**src/rtl/lcd_write_arbiter_if.sv**
```systemverilog
// Bus between the LCD word requesters, the SPI word writer and the arbiter.
// master: requester/writer side; slave: arbiter side.
interface lcd_write_arbiter_if;
  logic       init_done;
  logic       init_req;
  logic [8:0] init_data;
  logic       init_last;
  logic       init_ack;
  logic       char_req;
  logic [8:0] char_data;
  logic       char_last;
  logic       char_ack;
  logic       fill_req;
  logic [8:0] fill_data;
  logic       fill_last;
  logic       fill_ack;
  logic       wr_done;
  logic [8:0] spi_data;
  logic       en_write;
  logic       busy;
  logic [1:0] owner;
  logic       timeout_err;

  modport master (
    output init_done,
    output init_req, init_data, init_last,
    output char_req, char_data, char_last,
    output fill_req, fill_data, fill_last,
    output wr_done,
    input  init_ack, char_ack, fill_ack,
    input  spi_data, en_write,
    input  busy, owner, timeout_err
  );

  modport slave (
    input  init_done,
    input  init_req, init_data, init_last,
    input  char_req, char_data, char_last,
    input  fill_req, fill_data, fill_last,
    input  wr_done,
    output init_ack, char_ack, fill_ack,
    output spi_data, en_write,
    output busy, owner, timeout_err
  );
endinterface

```
**src/rtl/lcd_write_arbiter.sv**
```systemverilog
// Burst-locked arbiter sharing one LCD SPI word writer (init/char/fill).
// Ports: sys_clk, sys_rst_n, bus (slave: reqs in, acks/spi/status out).
module lcd_write_arbiter #(
  parameter int TIMEOUT = 4096,
  parameter int CNT_W   = 12
) (
  input logic            sys_clk,
  input logic            sys_rst_n,
  lcd_write_arbiter_if.slave bus
);

  typedef enum logic [1:0] {
    IDLE,
    SEND,
    WAIT,
    HOLD
  } state_t;

  localparam logic [1:0] OWN_NONE = 2'd0;
  localparam logic [1:0] OWN_INIT = 2'd1;
  localparam logic [1:0] OWN_CHAR = 2'd2;
  localparam logic [1:0] OWN_FILL = 2'd3;

  localparam logic [CNT_W-1:0] CNT_END =
    CNT_W'(TIMEOUT - 1);

  state_t           state_q, state_d;
  logic [1:0]       owner_q, owner_d;
  logic [8:0]       spi_q, spi_d;
  logic             en_q, en_d;
  logic [2:0]       ack_q, ack_d;
  logic             busy_q, busy_d;
  logic             err_q, err_d;
  logic             rr_fill_q, rr_fill_d;
  logic             last_q, last_d;
  logic [CNT_W-1:0] cnt_q, cnt_d;

  logic [1:0]       win;
  logic             sel_req;
  logic [8:0]       sel_data;
  logic             sel_last;

  // rr_fill_q set means fill was not granted last
  always_comb begin
    win = OWN_NONE;
    unique case (1'b1)
      !bus.init_done && bus.init_req:
        win = OWN_INIT;
      bus.init_done && bus.char_req
        && bus.fill_req:
        win = rr_fill_q ? OWN_FILL
                        : OWN_CHAR;
      bus.init_done && bus.char_req
        && !bus.fill_req:
        win = OWN_CHAR;
      bus.init_done && !bus.char_req
        && bus.fill_req:
        win = OWN_FILL;
      default:
        win = OWN_NONE;
    endcase
  end

  always_comb begin
    sel_req  = 1'b0;
    sel_data = '0;
    sel_last = 1'b0;
    unique case (owner_q)
      OWN_INIT: begin
        sel_req  = bus.init_req;
        sel_data = bus.init_data;
        sel_last = bus.init_last;
      end
      OWN_CHAR: begin
        sel_req  = bus.char_req;
        sel_data = bus.char_data;
        sel_last = bus.char_last;
      end
      OWN_FILL: begin
        sel_req  = bus.fill_req;
        sel_data = bus.fill_data;
        sel_last = bus.fill_last;
      end
      default: begin
        sel_req  = 1'b0;
        sel_data = '0;
        sel_last = 1'b0;
      end
    endcase
  end

  always_comb begin
    state_d   = state_q;
    owner_d   = owner_q;
    spi_d     = spi_q;
    en_d      = 1'b0;
    ack_d     = 3'b000;
    err_d     = err_q;
    rr_fill_d = rr_fill_q;
    last_d    = last_q;
    cnt_d     = cnt_q;
    unique case (state_q)
      IDLE: begin
        if (win != OWN_NONE) begin
          owner_d = win;
          state_d = SEND;
        end
      end
      SEND: begin
        spi_d  = sel_data;
        en_d   = 1'b1;
        last_d = sel_last;
        cnt_d  = '0;
        unique case (owner_q)
          OWN_INIT: ack_d = 3'b100;
          OWN_CHAR: ack_d = 3'b010;
          OWN_FILL: ack_d = 3'b001;
          default:  ack_d = 3'b000;
        endcase
        state_d = WAIT;
      end
      WAIT: begin
        if (bus.wr_done) begin
          if (last_q) begin
            state_d = IDLE;
            owner_d = OWN_NONE;
            // init bursts leave the pointer alone
            if (owner_q == OWN_CHAR)
              rr_fill_d = 1'b1;
            else if (owner_q == OWN_FILL)
              rr_fill_d = 1'b0;
          end else begin
            state_d = HOLD;
          end
        end else if (cnt_q == CNT_END) begin
          err_d   = 1'b1;
          owner_d = OWN_NONE;
          state_d = IDLE;
        end else begin
          cnt_d = cnt_q + CNT_W'(1);
        end
      end
      HOLD: begin
        if (sel_req)
          state_d = SEND;
      end
      default: state_d = IDLE;
    endcase
  end

  assign busy_d = (state_d != IDLE);

  always_ff @(posedge sys_clk or negedge sys_rst_n) begin
    if (!sys_rst_n) begin
      state_q   <= IDLE;
      owner_q   <= OWN_NONE;
      spi_q     <= '0;
      en_q      <= 1'b0;
      ack_q     <= 3'b000;
      busy_q    <= 1'b0;
      err_q     <= 1'b0;
      rr_fill_q <= 1'b0;
      last_q    <= 1'b0;
      cnt_q     <= '0;
    end else begin
      state_q   <= state_d;
      owner_q   <= owner_d;
      spi_q     <= spi_d;
      en_q      <= en_d;
      ack_q     <= ack_d;
      busy_q    <= busy_d;
      err_q     <= err_d;
      rr_fill_q <= rr_fill_d;
      last_q    <= last_d;
      cnt_q     <= cnt_d;
    end
  end

  assign bus.spi_data    = spi_q;
  assign bus.en_write    = en_q;
  assign bus.init_ack    = ack_q[2];
  assign bus.char_ack    = ack_q[1];
  assign bus.fill_ack    = ack_q[0];
  assign bus.busy        = busy_q;
  assign bus.owner       = owner_q;
  assign bus.timeout_err = err_q;

endmodule

```
**src/flat_wrapper.sv**
```systemverilog
// flat-port wrapper written by rule: the top's interface ports become plain ports
module lcd_write_arbiter_flat 
#(
  parameter int TIMEOUT = 4096,
  parameter int CNT_W   = 12
)
  (sys_clk, sys_rst_n, bus_init_done, bus_init_req, bus_init_data, bus_init_last, bus_char_req, bus_char_data, bus_char_last, bus_fill_req, bus_fill_data, bus_fill_last, bus_wr_done, bus_init_ack, bus_char_ack, bus_fill_ack, bus_spi_data, bus_en_write, bus_busy, bus_owner, bus_timeout_err);
  lcd_write_arbiter_if bus_i ();
  input logic sys_clk;
  input logic sys_rst_n;
  input wire logic [$bits(bus_i.init_done)-1:0] bus_init_done;
  input wire logic [$bits(bus_i.init_req)-1:0] bus_init_req;
  input wire logic [$bits(bus_i.init_data)-1:0] bus_init_data;
  input wire logic [$bits(bus_i.init_last)-1:0] bus_init_last;
  input wire logic [$bits(bus_i.char_req)-1:0] bus_char_req;
  input wire logic [$bits(bus_i.char_data)-1:0] bus_char_data;
  input wire logic [$bits(bus_i.char_last)-1:0] bus_char_last;
  input wire logic [$bits(bus_i.fill_req)-1:0] bus_fill_req;
  input wire logic [$bits(bus_i.fill_data)-1:0] bus_fill_data;
  input wire logic [$bits(bus_i.fill_last)-1:0] bus_fill_last;
  input wire logic [$bits(bus_i.wr_done)-1:0] bus_wr_done;
  output wire logic [$bits(bus_i.init_ack)-1:0] bus_init_ack;
  output wire logic [$bits(bus_i.char_ack)-1:0] bus_char_ack;
  output wire logic [$bits(bus_i.fill_ack)-1:0] bus_fill_ack;
  output wire logic [$bits(bus_i.spi_data)-1:0] bus_spi_data;
  output wire logic [$bits(bus_i.en_write)-1:0] bus_en_write;
  output wire logic [$bits(bus_i.busy)-1:0] bus_busy;
  output wire logic [$bits(bus_i.owner)-1:0] bus_owner;
  output wire logic [$bits(bus_i.timeout_err)-1:0] bus_timeout_err;
  assign bus_i.init_done = bus_init_done;
  assign bus_i.init_req = bus_init_req;
  assign bus_i.init_data = bus_init_data;
  assign bus_i.init_last = bus_init_last;
  assign bus_i.char_req = bus_char_req;
  assign bus_i.char_data = bus_char_data;
  assign bus_i.char_last = bus_char_last;
  assign bus_i.fill_req = bus_fill_req;
  assign bus_i.fill_data = bus_fill_data;
  assign bus_i.fill_last = bus_fill_last;
  assign bus_i.wr_done = bus_wr_done;
  assign bus_init_ack = bus_i.init_ack;
  assign bus_char_ack = bus_i.char_ack;
  assign bus_fill_ack = bus_i.fill_ack;
  assign bus_spi_data = bus_i.spi_data;
  assign bus_en_write = bus_i.en_write;
  assign bus_busy = bus_i.busy;
  assign bus_owner = bus_i.owner;
  assign bus_timeout_err = bus_i.timeout_err;
  lcd_write_arbiter #(.TIMEOUT(TIMEOUT), .CNT_W(CNT_W)) u_core (.sys_clk(sys_clk), .sys_rst_n(sys_rst_n), .bus(bus_i));
endmodule
```
**config.mk**
```make
export PLATFORM = sky130hd
export DESIGN_NAME = lcd_write_arbiter_flat
export DESIGN_NICKNAME = d
export VERILOG_FILES = /design/src/rtl/lcd_write_arbiter_if.sv /design/src/rtl/lcd_write_arbiter.sv /design/src/flat_wrapper.sv
export SDC_FILE = /design/constraint.sdc
export NUM_CORES = 1
export LEC_CHECK = 0
export ABC_AREA = 1
export CORE_MARGIN = 2
export CORE_UTILIZATION = 47
export CTS_CLUSTER_DIAMETER = 40
export CTS_CLUSTER_SIZE = 8
export DETAILED_ROUTE_END_ITERATION = 8
export PLACE_DENSITY = 0.83
export SLEW_MARGIN = 20
export SYNTH_ARGS = -nofsm -noshare
export SYNTH_HDL_FRONTEND = slang
export SYNTH_SLANG_ARGS = --single-unit
```
**constraint.sdc**
```tcl
create_clock -name sys_clk -period 1.6 [get_ports sys_clk]
set_input_delay 0.48 -clock sys_clk [delete_from_list [all_inputs] [get_ports sys_clk]]
set_output_delay 0.48 -clock sys_clk [all_outputs]
set_load 0.05 [all_outputs]
```
* After elaboration in Yosys (flattened, before gate mapping) *
Cells that the tools add are included.

cells by class
  eq/ne operators = 12
  add/subtract/negate cells = 1
  reductions and logical operators = 19
  bitwise gates (word level) = 1
  mux-type cells = 24

operator list
  cell                   count
  $pmux 9 s3             1
  $mux 12                2
  $pmux 12 s2            1
  $mux 2                 9
  $pmux 2 s4             2
  $add 12x1->12 const B  1
  $eq 12x12->1 const B   1
  $reduce_bool 2->1      5
  $pmux 3 s3             1
  $eq 2x2->1 const B     4
  $reduce_and 4->1       2
  $logic_and 1x1->1      6
  $ne 3x2->1 const B     2
  $pmux 1 s3             2
  $reduce_and 3->1       2
  $eq 2x1->1 const B     2
  $mux 1                 4
  $ne 2x2->1 const B     2
  $pmux 2 s2             1
  $logic_not 1->1        3
  $mux 3                 1
  $logic_not 2->1        1
  $ne 2x1->1 const B     1
  $not 1->1              1

storage, ports and cells
  output and inout bits = 17
  register bits after elaboration = 33
  logic and storage cells = 67

* Logic depth before layout (Yosys ltp) *
  depth in word-level cells = 8
  mapped depth = 8
  mapped depth without buffers = 8

* Least setup slack after synthesis *
Ideal clock, no wire load.

  path type = register to register
  from = register u_core.owner_q[1], in the netlist u_core.bus.owner[1]
  to = register u_core.spi_q[7], in the netlist u_core.bus.spi_data[7]
  slack = 85 ps
  buffers on the path = 1
  required time = 1534 ps
  setup time = 66 ps
  cell stages (with the launch flop) = 8
  data arrival time = 1449 ps
  cell sequence = dfrtp_1 > inv_1 > nor2_1 > clkbuf_1 > nand2_1 > nand3_1 > nand2_1 > nand2_1

on the way
  word-level cells in the longest chain between the ends = 2
  elaborated cells on any way between the ends = 4
  those cells by class = eq/ne (3); mux (1)

ends and longest elaborated chain
  element                                          RTL line                  RTL
  start, declared                                  lcd_write_arbiter.sv:28   logic [1:0] owner_q, owner_d;
  start signal, assigned                           lcd_write_arbiter.sv:167  owner_q <= owner_d;
  $eq 2x2->1 / $eq 2x1->1 (equally long branches)  lcd_write_arbiter.sv:68   unique case (owner_q)
  $pmux 9 s3 *                                     lcd_write_arbiter.sv:68
  end signal, assigned                             lcd_write_arbiter.sv:168  spi_q <= spi_d;
  end, declared                                    lcd_write_arbiter.sv:29   logic [8:0] spi_q, spi_d;

Mark *: on every way between the ends. The rest lies on a longest branch, timed or not.
A chain may end at the register's enable or synchronous reset.

* Final worst setup path *
  from = input port bus_init_req
  to = register u_core.owner_q[1], in the netlist u_core.bus.owner[1]

on the way
  word-level cells in the longest chain between the ends = 5
  elaborated cells on any way between the ends = 7
  those cells by class = eq/ne (1); mux (3); reduce/logical (3)

ends and longest elaborated chain
  element                            RTL line                  RTL
  start, declared                    flat_wrapper.sv:12        input wire logic [$bits(bus_i.init_req)-1:0] bus_init_req;
  $logic_and 1x1->1 *                lcd_write_arbiter.sv:47   !bus.init_done && bus.init_req:
  $pmux 2 s4 *                       lcd_write_arbiter.sv:46   unique case (1'b1)
  $reduce_bool 2->1                  lcd_write_arbiter.sv:104  if (win != OWN_NONE) begin
  $ne 2x1->1 (no source line)        n/a
  $reduce_and 4->1 (no source line)  n/a

Mark *: on every way between the ends. The rest lies on a longest branch, timed or not. The select of a mux whose other input is x is not followed.

==> summary.txt <==
Global route
  • Largest net degree at the start of global routing: 34
  • Total grt overflow: 0
  • First-pass GRT wire length: 7780 um
  • Initial antenna violation count: 0
  • Gr usage total: 0.232
  • Vias in the first global route: 1823

Timing
  • Worst Tran Pin Value: 0.389 ns
  • Setup TNS: 0 ns
  • Setup-failing EPs final: 0
  • Relative slew margins: 0.740
  • Post-route minimum period: 1.57 ns
  • Maximum achievable frequency: 0.637 GHz
  • Period utilization: 0.982
  • WHS: 0.499 ns
  • Final Max Slew Viols: 0
  • Fin. Hold Viols: 0
  • Post-Route Skew: 0.00400 ns

Yosys
  • Fraction of synthesis flops using an asynchronous set or reset pin: 1.00
  • Ys flop type: dfrtp_1
  • Share of Yosys cell area claimed by the top area cell type: 0.444
  • Yosys top cell by area: dfrtp_1
  • Syn Nets: 294
  • Number of flops mapped to enable cells by yosys: 0
  • Count leader, synth: nand2_1
  • Synth area leaders: dfrtp_1 (44%), nand2_1 (21%), nand3_1 (10%)
  • Syn_area_per_cell: 7.26 um^2
  • Post-synthesis cell count: 256
  • Distinct cells, synth: 27
  • Sequential area share after synthesis: 0.444
  • Ys Warns: 0
  • Register bit total from synthesis: 33
  • Synth cell count leaders: nand2_1 (105), nand3_1 (39), dfrtp_1 (33)
  • Mapped Area: 0.00186 mm^2

Setup path
  • CP required: 1.77 ns
  • Worst EP arrival: 1.74 ns
  • Startpoint Class: input pin
  • Setup crit end kind: flop
  • Cells along the critical path: clkdlybuf4s50_1, inv_1, or2_2, nand2_1, nand2_1, nand2_2, nand3_2, nand2_1, nand2_1
  • Peak fanout along the critical path: 3
  • Slowest CP cell: clkdlybuf4s50_1
  • Crit-path max cell delay: 0.45 ns
  • Worst path bufs/invs: 2
  • Most frequent CP cell: nand2_1
  • Crit Path Class: input pin to flop
  • CP delay by family, top: simple AND/OR/NAND/NOR gates

Routing
  • Routed WL: 4630 um
  • Drt pass-1 iters: 4
  • Routed vias/inst: 5.12
  • DRT antenna net count: 0
  • Via count: 1904
  • DRC Markers: 0
  • Initial DRC Count: 140
  • WL/cell: 12.5 um

Clock tree
  • Clock sinks: 33
  • Hold Buf Count CTS: 0
  • Clock buffer depth: 2
  • CTS Buf Count: 5
  • Worst-Skew Late Latency: 0.29 ns
  • CTS tree: done
  • CTS H-tree depth: 2
  • CTS Root Cell: clkbuf_8
  • Clk slew on worst S/H paths: 0.07 ns

Floorplan
  • Die height: 66.9 um
  • Placement Rows: 22
  • Io pins: 54
  • Core area: 0.00374 mm^2
  • Initial core utilization: 0.497
  • DIE AREA: 0.00447 mm^2
  • Die X: 66.9 um

Run status
  • Status: completed

Worst hold path
  • HP Class: flop to flop

Pwr
  • Comb pwr share: 0.516
  • VDD IR max: 1.03 mV
  • Tot Pwr: 4.18 mW
  • Switch Pwr: 1.72 mW
  • Leak: 1.35 nW
  • Sequential share of power: 0.289
  • Internal: 2.45 mW
  • P per Cell Area: 1470 mW/mm^2
  • Clock power frac: 0.195
  • Switching Share: 0.413

Finish
  • Share of layout cells above drive strength 1: 0.164
  • Area Growth Syn to Fin: 53.0%
  • # diodes: 0
  • Nets: 361

Placement
  • Port buffer count: 53
  • Gpl congestion: 0.862
  • HPWL Detailed: 3500 um

Flow run
  • Max-cap violation count: 0
-- cell type report --
| type | instances | area (um^2) |
|---|---|---|
| clock buffers | 7 | 86.3 |
| inverters | 19 | 71.3 |
| multi-input cells | 196 | 928 |
| clock inverters | 1 | 30.0 |
| well taps | 48 | 60.1 |
| fillers | 264 | 900 |
| flip-flops and latches | 33 | 827 |
| repair buffers | 68 | 841 |
-- worst register-to-register path, stage by stage, from the launching register on --
cell and delay (ns):
dfrtp_1 0.37, ha_1 0.19, nand3_2 0.12, inv_2 0.11, nand3_4 0.12, nand2_1 0.12
buf_4 0.13, nand3_2 0.09, nand2_1 0.09, nand2_1 0.08
-- cell usage in the layout (no fill, tap or decap) --
| master | count |
|---|---|
| o21bai_1 | 1 |
| clkdlybuf4s50_1 | 35 |
| nand3_2 | 2 |
| dfrtp_1 | 32 |
| or2_2 | 1 |
| inv_2 | 1 |
| ha_1 | 1 |
| xor2_1 | 4 |
| dlymetal6s2s_1 | 1 |
| clkbuf_1 | 1 |
| buf_12 | 19 |
| nor2_4 | 2 |
| a21oi_1 | 1 |
| clkbuf_8 | 6 |
| a21boi_2 | 1 |
| nor2_1 | 17 |
| nand2_2 | 3 |
| nand3b_1 | 1 |
| bufinv_16 | 1 |
| nand3_1 | 38 |
| nand3_4 | 1 |
| o21ai_1 | 4 |
| nand2_1 | 103 |
| a21o_1 | 1 |
| a21oi_4 | 1 |
| o21ai_0 | 7 |
| dfrtp_2 | 1 |
| inv_1 | 18 |
| o211ai_1 | 1 |
| buf_4 | 13 |
| nand4_1 | 5 |
| nor2_2 | 1 |
-- layer usage --
metal	part of all wire	vias up	global-route usage
met1	0.40	880	0.257
li1	-	953	-
met4	0.011	0	0.0765
met5	0	-	0
met3	0.084	6	0.0878
met2	0.51	65	0.405
-- power groups by stage --
| stage | registers (mW) | clock network, mW | logic (mW) |
|---|---|---|---|
| 3_3_place_gp | 1.21 | 0 | 2.08 |
| 3_5_place_dp | 1.21 | 0 | 2.11 |
| 5_1_grt | 1.22 | 0.867 | 2.31 |
| 4_1_cts | 1.20 | 0.835 | 2.12 |
| 2_1_floorplan | 1.53 | 0 | 0.810 |
| 6_report | 1.21 | 0.814 | 2.15 |
-- cell families after synthesis --
group / Yosys count / synth area share
AOI/OAI and AO/OA: 17 / 0.0572
DFF: 33 / 0.444
adders and majority gates: 1 / 0.00673
xor gates and xnor gates: 4 / 0.0188
buffers and inverters: 27 / 0.0639
and+or+nand+nor: 174 / 0.409
-- final timing paths --
check | start | slack (ns) | depth (start not counted) | end
setup / recovery | bus_init_req | 0.03 | 9 | u_core.bus.owner[1]
hold / removal | u_core.rr_fill_q | 0.50 | 2 | u_core.rr_fill_q
setup reg to reg | u_core.cnt_q[1] | 0.06 | 9 | u_core.bus.owner[1]
hold reg to reg | u_core.rr_fill_q | 0.50 | 2 | u_core.rr_fill_q
max in group asynchronous | sys_rst_n | 0.85 | 2 | u_core.bus.owner[0]
min in group asynchronous | sys_rst_n | 0.56 | 2 | u_core.bus.busy
-- state kept, by name, summed over array words and instances, names as in the netlist --
| register | flops |
|---|---|
| u_core.cnt_q | 12 |
| u_core.bus.spi_data | 9 |
| u_core.ack_q | 3 |
| u_core.bus.owner | 2 |
| u_core.state_q | 2 |
| u_core.bus.busy | 1 |
| u_core.bus.en_write | 1 |
| u_core.bus.timeout_err | 1 |
| u_core.last_q | 1 |
| u_core.rr_fill_q | 1 |
-- timing repair --
action | 4_1_cts | 5_1_grt
setup endpoints to repair | 0 | 5
setup buffers | 0 | 0
gates resized for setup | 0 | 7
-- per-stage QoR --
step                instances  area, um^2  setup slack, ns   util
CTS                       372        2830          0.00923  0.755
global placement          364        2710           -0.166  0.724
detailed placement        364        2710           -0.259  0.724
floorplan                 256        1860           0.0854      -
finish                    372        2840           0.0296  0.760
global route              372        2840          -0.0126  0.760
(Power assumes the default switching activity.)
